File: src/rtl/keypad_pkg.sv
// Shared types and default parameter values for the matrix keypad scanner.
package keypad_pkg;

    typedef enum logic [1:0] {
        ST_SCAN     = 2'd0,
        ST_DEBOUNCE = 2'd1,
        ST_HELD     = 2'd2,
        ST_RELEASE  = 2'd3
    } key_state_e;

    localparam int DEF_CLK_DIV        = 48000;
    localparam int DEF_NUM_ROWS       = 4;
    localparam int DEF_NUM_COLS       = 4;
    localparam int DEF_DEBOUNCE_SCANS = 4;

endpackage

File: src/rtl/tickGen.sv
// Free-running scan-rate divider: one-cycle tick on each wrap, frozen while en is low.
module tickGen
    import keypad_pkg::*;
#(
    parameter int CLK_DIV = DEF_CLK_DIV
) (
    input  logic clk,
    input  logic reset,
    input  logic en,
    output logic tick
);

    localparam int CNT_W = $clog2(CLK_DIV);
    localparam logic [CNT_W-1:0] LAST = CNT_W'(CLK_DIV - 1);

    logic [CNT_W-1:0] cnt_q;
    logic [CNT_W-1:0] cnt_d;
    logic             wrap;

    assign wrap = (cnt_q == LAST);
    assign tick = en & wrap;

    always_comb begin
        cnt_d = cnt_q;
        if (en) begin
            cnt_d = wrap ? '0 : cnt_q + CNT_W'(1);
        end
    end

    always_ff @(posedge clk or negedge reset) begin
        if (!reset) begin
            cnt_q <= '0;
        end else begin
            cnt_q <= cnt_d;
        end
    end

endmodule

File: src/rtl/keypad_scanner.sv
// Row-scanning keypad controller: walks one active-low row at a time, debounces the
// first key found, and reports it once on press; no rollover to other keys.
module keypad_scanner
    import keypad_pkg::*;
#(
    parameter int CLK_DIV        = DEF_CLK_DIV,
    parameter int NUM_ROWS       = DEF_NUM_ROWS,
    parameter int NUM_COLS       = DEF_NUM_COLS,
    parameter int DEBOUNCE_SCANS = DEF_DEBOUNCE_SCANS
) (
    input  logic                                  clk,
    input  logic                                  reset,
    input  logic                                  en,
    input  logic [NUM_COLS-1:0]                   cols,
    output logic [NUM_ROWS-1:0]                   rowDrive,
    output logic                                  tick,
    output logic                                  keyValid,
    output logic [$clog2(NUM_ROWS*NUM_COLS)-1:0]  keyCode,
    output logic                                  keyHeld,
    output key_state_e                            state_dbg
);

    localparam int ROW_W = $clog2(NUM_ROWS);
    localparam int COL_W = (NUM_COLS > 1) ? $clog2(NUM_COLS) : 1;
    localparam int KEY_W = $clog2(NUM_ROWS * NUM_COLS);
    localparam int DB_W  = $clog2(DEBOUNCE_SCANS + 1);

    function automatic logic [KEY_W-1:0] key_code(input logic [ROW_W-1:0] r,
                                                  input logic [COL_W-1:0] c);
        return KEY_W'(r) * KEY_W'(NUM_COLS) + KEY_W'(c);
    endfunction

    key_state_e       state_q, state_d;
    logic [ROW_W-1:0] row_q, row_d, row_next;
    logic [DB_W-1:0]  db_q, db_d, db_inc;
    logic [COL_W-1:0] cap_q, cap_d, low_col;
    logic [KEY_W-1:0] code_q, code_d;
    logic             valid_q, valid_d;
    logic             held_q, held_d;
    logic [NUM_COLS-1:0] sync1_q, sync2_q;
    logic             any_low, cap_low, db_done;

    tickGen #(.CLK_DIV(CLK_DIV)) u_tick_gen (
        .clk   (clk),
        .reset (reset),
        .en    (en),
        .tick  (tick)
    );

    assign row_next = (row_q == ROW_W'(NUM_ROWS - 1)) ? '0 : row_q + ROW_W'(1);
    assign cap_low  = !sync2_q[cap_q];
    assign db_inc   = db_q + DB_W'(1);
    assign db_done  = (db_inc == DB_W'(DEBOUNCE_SCANS));

    // Lowest-index low column wins when several are pressed on the scanned row.
    always_comb begin
        any_low = 1'b0;
        low_col = '0;
        for (int c = NUM_COLS - 1; c >= 0; c--) begin
            if (!sync2_q[c]) begin
                any_low = 1'b1;
                low_col = COL_W'(c);
            end
        end
    end

    always_comb begin
        state_d = state_q;
        row_d   = row_q;
        db_d    = db_q;
        cap_d   = cap_q;
        code_d  = code_q;
        valid_d = 1'b0;
        held_d  = held_q;
        if (tick) begin
            case (state_q)
                ST_SCAN: begin
                    if (any_low) begin
                        cap_d = low_col;
                        db_d  = DB_W'(1);
                        if (DEBOUNCE_SCANS == 1) begin
                            state_d = ST_HELD;
                            valid_d = 1'b1;
                            held_d  = 1'b1;
                            code_d  = key_code(row_q, low_col);
                            db_d    = '0;
                        end else begin
                            state_d = ST_DEBOUNCE;
                        end
                    end else begin
                        row_d = row_next;
                    end
                end
                ST_DEBOUNCE: begin
                    if (cap_low) begin
                        if (db_done) begin
                            state_d = ST_HELD;
                            valid_d = 1'b1;
                            held_d  = 1'b1;
                            code_d  = key_code(row_q, cap_q);
                            db_d    = '0;
                        end else begin
                            db_d = db_inc;
                        end
                    end else begin
                        state_d = ST_SCAN;
                        row_d   = row_next;
                        db_d    = '0;
                    end
                end
                ST_HELD: begin
                    if (!cap_low) begin
                        if (DEBOUNCE_SCANS == 1) begin
                            state_d = ST_SCAN;
                            row_d   = row_next;
                            held_d  = 1'b0;
                            db_d    = '0;
                        end else begin
                            state_d = ST_RELEASE;
                            db_d    = DB_W'(1);
                        end
                    end
                end
                ST_RELEASE: begin
                    if (!cap_low) begin
                        if (db_done) begin
                            state_d = ST_SCAN;
                            row_d   = row_next;
                            held_d  = 1'b0;
                            db_d    = '0;
                        end else begin
                            db_d = db_inc;
                        end
                    end else begin
                        // Release bounce: back to held without re-reporting the key.
                        state_d = ST_HELD;
                        db_d    = '0;
                    end
                end
                default: begin
                    state_d = ST_SCAN;
                    db_d    = '0;
                end
            endcase
        end
    end

    always_ff @(posedge clk or negedge reset) begin
        if (!reset) begin
            state_q <= ST_SCAN;
            row_q   <= '0;
            db_q    <= '0;
            cap_q   <= '0;
            code_q  <= '0;
            valid_q <= 1'b0;
            held_q  <= 1'b0;
            sync1_q <= '1;
            sync2_q <= '1;
        end else begin
            state_q <= state_d;
            row_q   <= row_d;
            db_q    <= db_d;
            cap_q   <= cap_d;
            code_q  <= code_d;
            valid_q <= valid_d;
            held_q  <= held_d;
            sync1_q <= cols;
            sync2_q <= sync1_q;
        end
    end

    assign rowDrive  = ~(NUM_ROWS'(1) << row_q);
    assign keyValid  = valid_q;
    assign keyCode   = code_q;
    assign keyHeld   = held_q;
    assign state_dbg = state_q;

endmodule

File: config.mk
export PLATFORM = sky130hd
export DESIGN_NAME = keypad_scanner
export DESIGN_NICKNAME = d
export VERILOG_FILES = /design/src/rtl/keypad_pkg.sv /design/src/rtl/tickGen.sv /design/src/rtl/keypad_scanner.sv
export SDC_FILE = /design/constraint.sdc
export NUM_CORES = 1
export LEC_CHECK = 0
export CAP_MARGIN = 20
export CELL_PAD_IN_SITES_DETAIL_PLACEMENT = 1
export CELL_PAD_IN_SITES_GLOBAL_PLACEMENT = 1
export CORE_MARGIN = 1.5
export CORE_UTILIZATION = 40
export DETAILED_ROUTE_END_ITERATION = 6
export PLACE_DENSITY_LB_ADDON = 0.15
export SLEW_MARGIN = 20
export SYNTH_ARGS = -nofsm -noshare
export SYNTH_HDL_FRONTEND = slang
export SYNTH_HIERARCHICAL = 1
export SYNTH_SLANG_ARGS = --single-unit
File: constraint.sdc
create_clock -name clk -period 2.7 [get_ports clk]
set_input_delay 0.54 -clock clk [delete_from_list [all_inputs] [get_ports clk]]
set_output_delay 0.54 -clock clk [all_outputs]
set_load 0.03 [all_outputs]
Yosys cells after proc, flatten, opt, wreduce, memory -nomap -nowiden
Index checks and enable logic that the tools add are counted.
- bits in writable memories: 0
- memories kept: 0
- output and inout bits: 13
- register bits after elaboration: 39
- bits in latches: 0
- bits in read-only memories: 0
- logic and storage cells: 83
- bitwise logic cells: 3
- $mul: 0
- order comparisons: 1
- equal/unequal tests: 16
- div/mod/pow operators: 0
- multiplexer cells: 39
- shifts and indexed selects: 1
- $add $sub $neg: 4
- reduce and logical (&&, ||, !) cells: 9
- operators by type and width (kind ; count):
    2-to-1 mux 2 bit ; 15
    adder 16 x 1 -> 16 bit (second input constant) ; 1
    equality test 16 bit (second input constant) ; 1
    2-to-1 mux 16 bit ; 1
    inequality test 2 bit (second input constant) ; 8
    2-to-1 mux 3 bit ; 5
    2-to-1 mux 1 bit ; 13
    one-hot mux 3 bit (4 select lines) ; 1
    AND reduction 6 bit ; 2
    one-hot mux 2 bit (4 select lines) ; 1
    equality test 2 bit (second input constant) ; 3
    inequality test 3 bit (second input constant) ; 2
    one-hot mux 2 bit (3 select lines) ; 1
    AND reduction 3 bit ; 2
    AND reduction 5 bit ; 1
    adder 4 x 2 -> 4 bit ; 1
    NOT 4 bit ; 1
    AND reduction 4 bit ; 1
    left shift 1 x 2 -> 4 bit (first input constant) ; 1
    adder 3 x 1 -> 3 bit (second input constant) ; 1
    equality test 3 bit (second input constant) ; 1
    less-than comparator 2 x 3 -> 1 bit (second input constant) ; 1
    nonzero test 3 bit ; 1
    adder 2 x 1 -> 2 bit (second input constant) ; 1
    other kinds (7) ; 7

Depth between registers and ports, before layout
- word-level depth: 6
- depth in mapped cells: 7
- mapped depth without buffers: 7

Modules after synthesis
Netlist, hierarchy kept.
- by module, submodules not included (module ; instances ; seq. area each (sq um) ; area each (sq um) ; cells an instance):
    keypad_scanner ; 1 ; 585.6 ; 1063.5 ; 89
    tickGen ; 1 ; 400.4 ; 869.6 ; 82

Least setup slack after synthesis
OpenSTA, ideal clock, no wires.
- path kind: input to register
- from: in en
- to: reg code_q[0] (netlist: keyCode[0])
- slack: -0.980 ns
- stages: 6
- library setup time: 0.125 ns
- data required time: 2.575 ns
- buffers on the path: 1
- arrival time: 3.556 ns
- cell sequence: buf_2 nand2_1 nor4_1 nand2_1 nor4_4 mux2_2
- longest elaborated chain between the ends: 2
- ends and longest elaborated chain (element ; RTL line ; RTL):
    start, declared ; keypad_scanner.sv:13 ; input logic en,
    AND 1 bit ; tickGen.sv:21 ; assign tick = en & wrap;
    named net tick ; keypad_scanner.sv:16 ; output logic tick,
    AND reduction 4 bit (no source line) ; n/a ;
    end signal, assigned ; keypad_scanner.sv:164 ; code_q <= code_d;
    end, declared ; keypad_scanner.sv:37 ; logic [KEY_W-1:0] code_q, code_d;
The timed path passes the listed nets, and every way through them passes these cells.
A chain may end at the register's enable or synchronous reset.

Worst setup path after layout
- from: reg u_tick_gen.cnt_q[7]
- to: out tick
- longest elaborated chain between the ends: 2
- ends and longest elaborated chain (element ; RTL line ; RTL):
    start, declared ; tickGen.sv:16 ; logic [CNT_W-1:0] cnt_q;
    start signal, assigned ; tickGen.sv:34 ; cnt_q <= cnt_d;
    equality test 16 bit ; tickGen.sv:20 ; assign wrap = (cnt_q == LAST);
    AND 1 bit ; tickGen.sv:21 ;
    end, declared ; keypad_scanner.sv:16 ;
No other way between the ends.

==> results.sh <==
export IMPL_io_pins=20
export IMPL_yosys_warnings=6
export IMPL_io_buffers=19
export IMPL_drt_initial_drc_count=49
export IMPL_cts_setup_buffers=0
export IMPL_cp_num_buf_inv=2
export IMPL_met2_usage_pct=29.97
export IMPL_wl_um=4006
export IMPL_htreeDepth=2
export IMPL_initial_core_util_pct=41.20
export IMPL_multi_input_area_um2=897.1
export IMPL_end_kind="output port"
export IMPL_fin_crit_sh_pct=92.49
export IMPL_cts_resized_gates=0
export IMPL_hold_viol=0
export IMPL_numCtsBuffers=5
export IMPL_grt_overflow=0
export IMPL_critical_path_required_ns=2.16
export IMPL_cts_sinks=39
export IMPL_leakage_nw=0.9665
export IMPL_grt_pass1_vias=1473
export IMPL_fin_total_pwr_mw=1.219
export IMPL_cts_tree="built"
export IMPL_slew_headroom_pct=44.17
export IMPL_grt_pass1_wl_um=7003
export IMPL_synth_seq_area_share_pct=51.00
export IMPL_start_kind="register"
export IMPL_rsz0062_at_grt="no"
export IMPL_synth_top_cell_area_share_pct=40.13
export IMPL_use_met1_pct=21.38
export IMPL_cts_hold_buf=0
export IMPL_die_area_um2=5259
export IMPL_crit_arrival_ns=1.96
export IMPL_drv_slew=0
export IMPL_first_pass_iters=4
export IMPL_rrSetupSlack_ns=0.31
export IMPL_cp_top_family="simple AND/OR/NAND/NOR gates"
export IMPL_fin_worst_skew_ns=0.01219
export IMPL_die_w_um=72.52
export IMPL_critPathSlowestCell="dfrtp_1"
export IMPL_busiest_layer="met2"
export IMPL_cts_buffer_depth=2
export IMPL_cap_violations=0
export IMPL_r2r_start="u_tick_gen/cnt_q[7]$_DFFE_PN0P_"
export IMPL_worstSetupPathType="reg2out"
export IMPL_async_flop_share_pct=100.0
export IMPL_gr_usage_met3_pct=4.583
export IMPL_worst_path_most_repeated_cell="buf_4"
export IMPL_tightest_slew_ns=0.8374
export IMPL_clk_latency_ns=0.29
export IMPL_antennaDiodeCount=0
export IMPL_path_clk_slew_ns=0.08
export IMPL_synth_cell_type_count=45
export IMPL_final_setup_tns_ns=0
export IMPL_place_congestion=0.7578
export IMPL_synth_top_cell_by_area="dfrtp_1"
export IMPL_wl_per_cell_um=15.83
export IMPL_yosysMostFrequentCell="dfrtp_1"
export IMPL_grt_max_degree=40
export IMPL_core_rowCount=25
export IMPL_drc=0
export IMPL_synthTopCellsByArea="dfrtp_1, dfstp_2, xnor2_1"
export IMPL_grt_total_usage_pct=17.38
export IMPL_syn_area_per_cell_um2=11.30
export IMPL_setup_viol=0
export IMPL_reg2reg_to="keyCode[2]$_DFFE_PN0P_"
export IMPL_nNetsFinal=212
export IMPL_max_freq_ghz=0.4004
export IMPL_viasPerCell=5.478
export IMPL_critPathMaxStageDelay_ns=0.43
export IMPL_fin_crit_ns=2.497
export IMPL_dpl_hpwl_um=3014
export IMPL_crit_chain="nand4bb_1 -> or2_1 -> nor4_4 -> buf_4 -> buf_4"
export IMPL_synth_edff_count=0
export IMPL_ant_nets=0
export IMPL_synth_common_cells="dfrtp_1, inv_1, nor2_1, xnor2_1, dfstp_2"
export IMPL_drive_gt1_share_pct=18.09
export IMPL_syn_area_um2=1933
export IMPL_syn_num_nets=185
export IMPL_status="complete, no violations"
export IMPL_reg2regPathDepth=6
export IMPL_coreArea_um2=4692
export IMPL_crit_start="u_tick_gen/cnt_q[7]$_DFFE_PN0P_"
export IMPL_chipHeight_um=72.52
export IMPL_hold_path_class="in2async"
export IMPL_antenna_found_initial=0
export IMPL_ir_drop_uv=373.8
export IMPL_holdWs_ns=0.3429
export IMPL_crit_path_max_fanout=8
export IMPL_synthCells=171
export IMPL_syn2layout_area_growth_pct=18.64
export IMPL_ys_ff_latch=39
export IMPL_cts_root_buf="clkbuf_8"
export IMPL_power_density_nw_per_um2=531.7
export IMPL_regArea_um2=985.9
export IMPL_num_vias=1386
export IMPL_synthFlopType="dfrtp_1"
export IMPL_fillCellCount=522
-- power breakdown --
part           internal, mW  switching, mW
clock network         0.181          0.192
registers             0.636         0.0787
logic                0.0613         0.0700
-- layout make-up --
cell class / count / area share, %
sequential: 39 / 42.99
multi-input combinational: 115 / 39.12
timing repair buffer: 22 / 8.947
clock buffer: 7 / 3.328
tap: 54 / 2.946
inverter: 15 / 2.455
clock inverter: 1 / 0.2182
-- logic make-up after synthesis --
logic type      count (synthesis)  share of synthesized area (%)
buf+inv                        17                          3.365
fa+ha+maj                       7                          4.531
flops                          39                          51.00
mux                             9                          5.696
xor+xnor                       14                          6.343
simple gates                   63                          21.17
compound gates                 22                          7.897
-- worst max-delay path by stage --
stage,end,slack [ns],depth (start not counted)
2_1_floorplan,keyCode[0]$_DFFE_PN0P_,0.02,6
3_3_place_gp,keyCode[1]$_DFFE_PN0P_,0.26,6
3_5_place_dp,keyCode[2]$_DFFE_PN0P_,0.20,6
4_1_cts,tick,0.19,5
5_1_grt,tick,0.08,5
6_report,tick,0.20,5
-- layout by cell type (no fill, tap or decap), types with 7 or more instances in the layout --
cell type / n
nand4_1: 7
nor2_1: 15
ha_1: 7
inv_1: 15
clkdlybuf4s50_1: 17
dfstp_2: 8
nand2_1: 7
nand3_1: 7
dfrtp_1: 31
xnor2_1: 13
-- metrics by stage --
stage | std cells | util [%] | cell area [µm²] | setup slack [ns]
2_1_floorplan | 171 | - | 1948 | 0.01986
3_3_place_gp | 245 | 47.15 | 2212 | 0.2593
3_5_place_dp | 245 | 47.15 | 2212 | 0.1957
4_1_cts | 253 | 48.88 | 2293 | 0.1873
5_1_grt | 253 | 48.88 | 2293 | 0.07690
6_report | 253 | 48.88 | 2293 | 0.2028
-- metal layers --
metal  routed length, µm  up-vias
li1                    -      659
met1                1768      698
met2                2053       27
met3                 157        2
met4                  26        0
met5                   0        -
-- state kept, by name (all words and copies together) (netlist names), 2 cells and up, named ones only --
register and flops:
cap_q 2, db_q 3, sync2_q 4, u_tick_gen/cnt_q 16, keyCode 4, sync1_q 4, row_q 2
No activity file was read; power rests on OpenSTA's default activity.
==> RTL change 1: new RTL, config.mk and constraints unchanged <==
Change the package constant `DEF_DEBOUNCE_SCANS` from 4 to 16.
--- a/src/rtl/keypad_pkg.sv
+++ b/src/rtl/keypad_pkg.sv
@@ -12,5 +12,5 @@
     localparam int DEF_NUM_ROWS       = 4;
     localparam int DEF_NUM_COLS       = 4;
-    localparam int DEF_DEBOUNCE_SCANS = 4;
+    localparam int DEF_DEBOUNCE_SCANS = 16;
 
 endpackage
Behaviour: same outputs for any inputs over 10 cycles, from zero or initial values and one cycle with reset low; that may be too few to reach the edited logic, so the function may still have changed.
==> RTL change 1 against the original RTL <==
Global-route usage fell by 0.68 points. Synthesized cell count rose by 11%. Sequential cell count rose by 2. Maximum frequency fell by 2.5%. Cell count rose by 13%. Final area rose by 10%. Area after synthesis rose by 11%. Routed wire length rose by 11%. Total power rose by 5.5%. Worst setup slack got worse by 0.064 ns. Largest cell class is now multi-input gates. Largest power group unchanged. Highest routed layer unchanged.
==> RTL change 1: results (changes against the original RTL) <==
RR Startpoint = u_tick_gen/cnt_q[10]$_DFFE_PN0P_
largest net degree at the start of global routing = 42 (+5.0%)
drt wl/cell = 15.5 um (-2.1%)
hold slack = 0.358 ns (+0.0148 ns)
first-pass GRT wire length = 7.78 mm (+11%)
placed instance count = 279 (+14%)
DR vias/cell = 5.40 (-1.4%)
Yosys Warn Count = 6 (unchanged)
Net Sw Power = 0.348 mW (+2.1%)
vias in the first global route = 1640 (+11%)
Final #Nets = 229 (+8.0%)
hold_sp = sync1_q[3]$_DFF_PN1_
run status = finished, final reports clean
DP HPWL = 3.37 mm (+12%)
met3 Use GR = 3.11% (-1.5 points)
1st-iter DRT viols = 85 (+73%)
PnR worst setup slack = 0.139 ns (-0.0642 ns)
Worst Hold Class = reg -> reg
Placement Setup Slack = 0.301 ns (+0.105 ns)
Clock Latency Late Sink = 0.29 ns (about the same)
crit-path max FO = 5 (-3)
synth top area cells = dfrtp_1 (39%), dfstp_2 (9.8%), xnor2_1 (4.9%)
Synthesized Nets = 203 (+9.7%)
P_leak = 1.10 nW (+13%)
count of cell types in the netlist = 50 (+11%)
antenna violations before repair = 0 (unchanged)
met1 Use GR = 21.1% (-0.31 points)
Rel. slew slack = 41.0% (-3.2 points)
Post-synth ARST share = 100% (unchanged)
flop2flop setup slack = 0.40 ns (+0.09 ns)
GPL Wtd Cong = 0.830 (+9.5%)
share of layout cells above drive strength 1 = 18.9% (+0.80 points)
GR Layer Usage met2 = 29.2% (-0.78 points)
worst vdd ir = 0.000334 V (-11%)
Overall Global Routing Usage = 16.7% (-0.68 points)
Final Non-Filler Cells = 287 (+13%)
Resized cells post-CTS = 0 (unchanged)
register area share after synthesis = 48.4% (-2.6 points)
Post-Synthesis Cells = 190 (+11%)
skew final = 0.00570 ns (-0.00649 ns)
top cells by count, synth = dfrtp_1 (33), inv_1 (18), nor2_1 (15), nand2_1 (12), xnor2_1 (12)
[RTL change 1: path summary, 6_finish.rpt]
| kind | to | cells past startpoint |
|---|---|---|
| max | tick | 5 |
| min | sync2_q[3]$_DFF_PN1_ | 0 |
| max reg2reg | keyCode[2]$_DFFE_PN0P_ | 7 |
| min reg2reg | sync2_q[3]$_DFF_PN1_ | 0 |
| max in group asynchronous | u_tick_gen/cnt_q[14]$_DFFE_PN0P_ | 1 |
| min in group asynchronous | row_q[1]$_DFFE_PN0P_ | 1 |
[RTL change 1: layout make-up]
class	instances	area (um2)
multi-input cells	128	1040
fillers	593	2620
inverters	18	67.6
repair buffers	22	205
clock buffers	8	90.1
flip-flops and latches	41	1040
well taps	70	87.6
[RTL change 1: kinds of logic (layout without fill, tap and decap cells)]
family          count (synthesis)  count (layout)  share of synthesized area (%)
buf+inv                        21              48                           3.80
compound gates                 27              27                           10.8
xor+xnor                       13              13                           6.20
simple gates                   70              70                           20.6
fa+ha+maj                       6               6                           3.51
flops                          41              41                           48.4
mux                            12              12                           6.61
[RTL change 1: worst max-delay path, stage by stage, from the launching register on]
cell	delay, ns
dfrtp_1	0.43
nand4bb_1	0.24
or2_1	0.32
nor4_4	0.38
buf_4	0.21
buf_4	0.16
[RTL change 1: power groups by stage]
stage | combinational (mW) | clock, mW | sequential [mW]
detailed placement | 0.140 | 0 | 0.756
global route | 0.155 | 0.446 | 0.755
CTS | 0.140 | 0.419 | 0.744
floorplan | 0.0976 | 0 | 0.739
finish | 0.137 | 0.403 | 0.746
global placement | 0.134 | 0 | 0.749
[RTL change 1: through the flow]
stage | area [um2] | utilization [%]
final | 2520 | 49.1
after global routing | 2520 | 49.1
after CTS | 2520 | 49.1
after detailed placement | 2430 | 47.3
after global placement | 2430 | 47.3
after floorplan | 2150 | -
[RTL change 1: routing by layer]
metal	up-vias	routed length (um)
li1	731	-
met1	790	1960
met2	24	2300
met3	5	149
met4	0	38
met5	-	0
==> RTL change 2: new RTL, same settings <==
Made on the original files. Reset style: synchronous (`reset`), changed in 2 clocked blocks.
--- a/src/rtl/tickGen.sv
+++ b/src/rtl/tickGen.sv
@@ -28,5 +28,5 @@
     end
 
-    always_ff @(posedge clk or negedge reset) begin
+    always_ff @(posedge clk) begin
         if (!reset) begin
             cnt_q <= '0;
--- a/src/rtl/keypad_scanner.sv
+++ b/src/rtl/keypad_scanner.sv
@@ -146,5 +146,5 @@
     end
 
-    always_ff @(posedge clk or negedge reset) begin
+    always_ff @(posedge clk) begin
         if (!reset) begin
             state_q <= ST_SCAN;
Function: no difference found for any inputs over 10 cycles, from zero or initial values and one cycle with reset low; that may be too few to reach the edited logic, so the function may still have changed.
==> RTL change 2 against the original RTL <==
Final area fell by 3.0%. Worst setup slack got worse by 0.032 ns. Routed wire length rose by 4.8%. Sequential cell count did not move. Area after synthesis fell by 6.7%. Critical path depth rose by 1. Register-to-register slack improved by 0.11 ns.
Power is not compared: it rests on default switching activity, and its combinational part moved more than twofold at a synthesized area within 25%.
==> RTL change 2: results (changes against the original RTL) <==
XOR/XNOR Fraction of Synth Area = 7.77% (+1.4 points)
flop2flop setup slack = 0.42 ns (+0.11 ns)
top cells by count, synth = dfxtp_1 (39), nor2_1 (22), nand2_1 (14), xnor2_1 (13), nand2b_1 (10)
Final Non-Filler Cells = 279 (+10%)
post-synthesis mux area share = 2.91% (-2.8 points)
TritonCTS Buffers = 5 (unchanged)
cells on worst reg2reg path = 8 (+2)
Top reg by flops = u_tick_gen/cnt_q
final-layout fill cell count = 523 (+0.19%)
1st-pass router iterations = 4 (unchanged)
1st-iter DRT viols = 38 (-22%)
GPL Wtd Cong = 0.912 (+20%)
DR vias/cell = 5.38 (-1.8%)
register clock-pin slew on the reported worst setup and hold paths = 0.08 ns (about the same)
vias in the first global route = 1608 (+9.2%)
largest net degree at the start of global routing = 19 (-53%)
Setup violations, final = 0 (unchanged)
max FFs per register = 16 (unchanged)
register area share after synthesis = 43.3% (-7.7 points)
placed instance count = 271 (+11%)
worst-margin pin slew = 0.397 ns (-0.441 ns)
Post-synth ARST share = 0% (-100 points)
H-tree Lvls = 2 (unchanged)
DP HPWL = 3.19 mm (+5.9%)
Post-Synth Adder-Cell Area = 4.86% (+0.33 points)
hold_sp = sync1_q[1]$_SDFF_PN1_
Crit path largest cell delay = 0.48 ns (+0.05 ns)
RR Startpoint = u_tick_gen/cnt_q[0]$_SDFFE_PN0P_
Synthesized Nets = 209 (+13%)
CTS max path bufs = 2 (unchanged)
Critical R2R Capture = keyCode[0]$_SDFFE_PN0P_
Final #Nets = 240 (+13%)
crit path from = en
count of cell types in the netlist = 43 (-4.4%)
Clock Latency Late Sink = 0.29 ns (about the same)
Resized cells post-CTS = 0 (unchanged)
Synth Area in Compound Gates = 10.3% (+2.4 points)
run status = finished, final reports clean
drt wl/cell = 15.0 um (-5.0%)
critical path's slowest cell = clkdlybuf4s50_1
Overall Global Routing Usage = 18.5% (+1.2 points)
skew final = 0.00706 ns (-0.00513 ns)
WP data arrival = 1.99 ns (+0.03 ns)
hold path cells = 1
first-pass GRT wire length = 7.19 mm (+2.7%)
Post-Synthesis Cells = 195 (+14%)
Worst Hold Class = reg -> reg
Yosys Warn Count = 6 (unchanged)
Ant. Diodes = 0 (unchanged)
synth top area cells = dfxtp_1 (43%), xnor2_1 (6.3%), ha_1 (4.9%)
crit-path max FO = 6 (-2)
share of layout cells above drive strength 1 = 14.1% (-4.0 points)
RTL change 2: area by class of cell:
cell class              instances  area (um2)  area share [%]
well taps                      52        65.1            2.92
clock inverters                 2        35.0            1.57
clock buffers                   6        82.6            3.71
inverters                      10        37.5            1.69
repair buffers                 29         263            11.8
flip-flops and latches         39         781            35.1
multi-input cells             141         961            43.2
RTL change 2: routing by layer:
layer | wire length [um] | GRT usage (%)
met1 | 1720 | 19.2
met2 | 2300 | 36.0
met3 | 113 | 4.33
met4 | 61 | 6.41
met5 | 0 | 0
RTL change 2: worst max-delay path by stage:
stage	endpoint	slack (ns)	cells after the start
after detailed placement	keyCode[0]$_SDFFE_PN0P_	-0.03	8
after global placement	keyCode[3]$_SDFFE_PN0P_	0.06	8
after CTS	tick	0.16	6
final	tick	0.17	6
after floorplan	keyCode[0]$_SDFFE_PN0P_	0.09	8
after global routing	tick	0.11	6
RTL change 2: kinds of logic (layout without fill, tap and decap cells):
kind of cell	Yosys count	after routing
compound gates	27	27
xor+xnor	16	16
fa+ha+maj	7	7
buf+inv	15	47
flops	39	39
mux	4	4
simple gates	87	87
RTL change 2: stage by stage:
stage | hold WS (ns) | setup slack (ns) | area (um2)
floorplan | 0.386 | 0.0922 | 1810
global placement | 0.395 | 0.0556 | 2110
detailed placement | 0.402 | -0.0266 | 2110
CTS | 0.426 | 0.159 | 2220
global route | 0.436 | 0.113 | 2220
finish | 0.419 | 0.170 | 2220
RTL change 2: power by group through the flow:
stage | logic (mW) | clock network [mW] | registers, mW
floorplan | 0.0270 | 0 | 0.602
global placement | 0.0421 | 0 | 0.604
detailed placement | 0.0447 | 0 | 0.604
CTS | 0.0448 | 0.527 | 0.591
global route | 0.0492 | 0.545 | 0.592
finish | 0.0437 | 0.507 | 0.591
RTL change 2: worst max-delay path, delay by kind of cell:
kind / cells / cell delay [ns]
buf+inv: 3 / 0.78
simple gates: 3 / 0.67
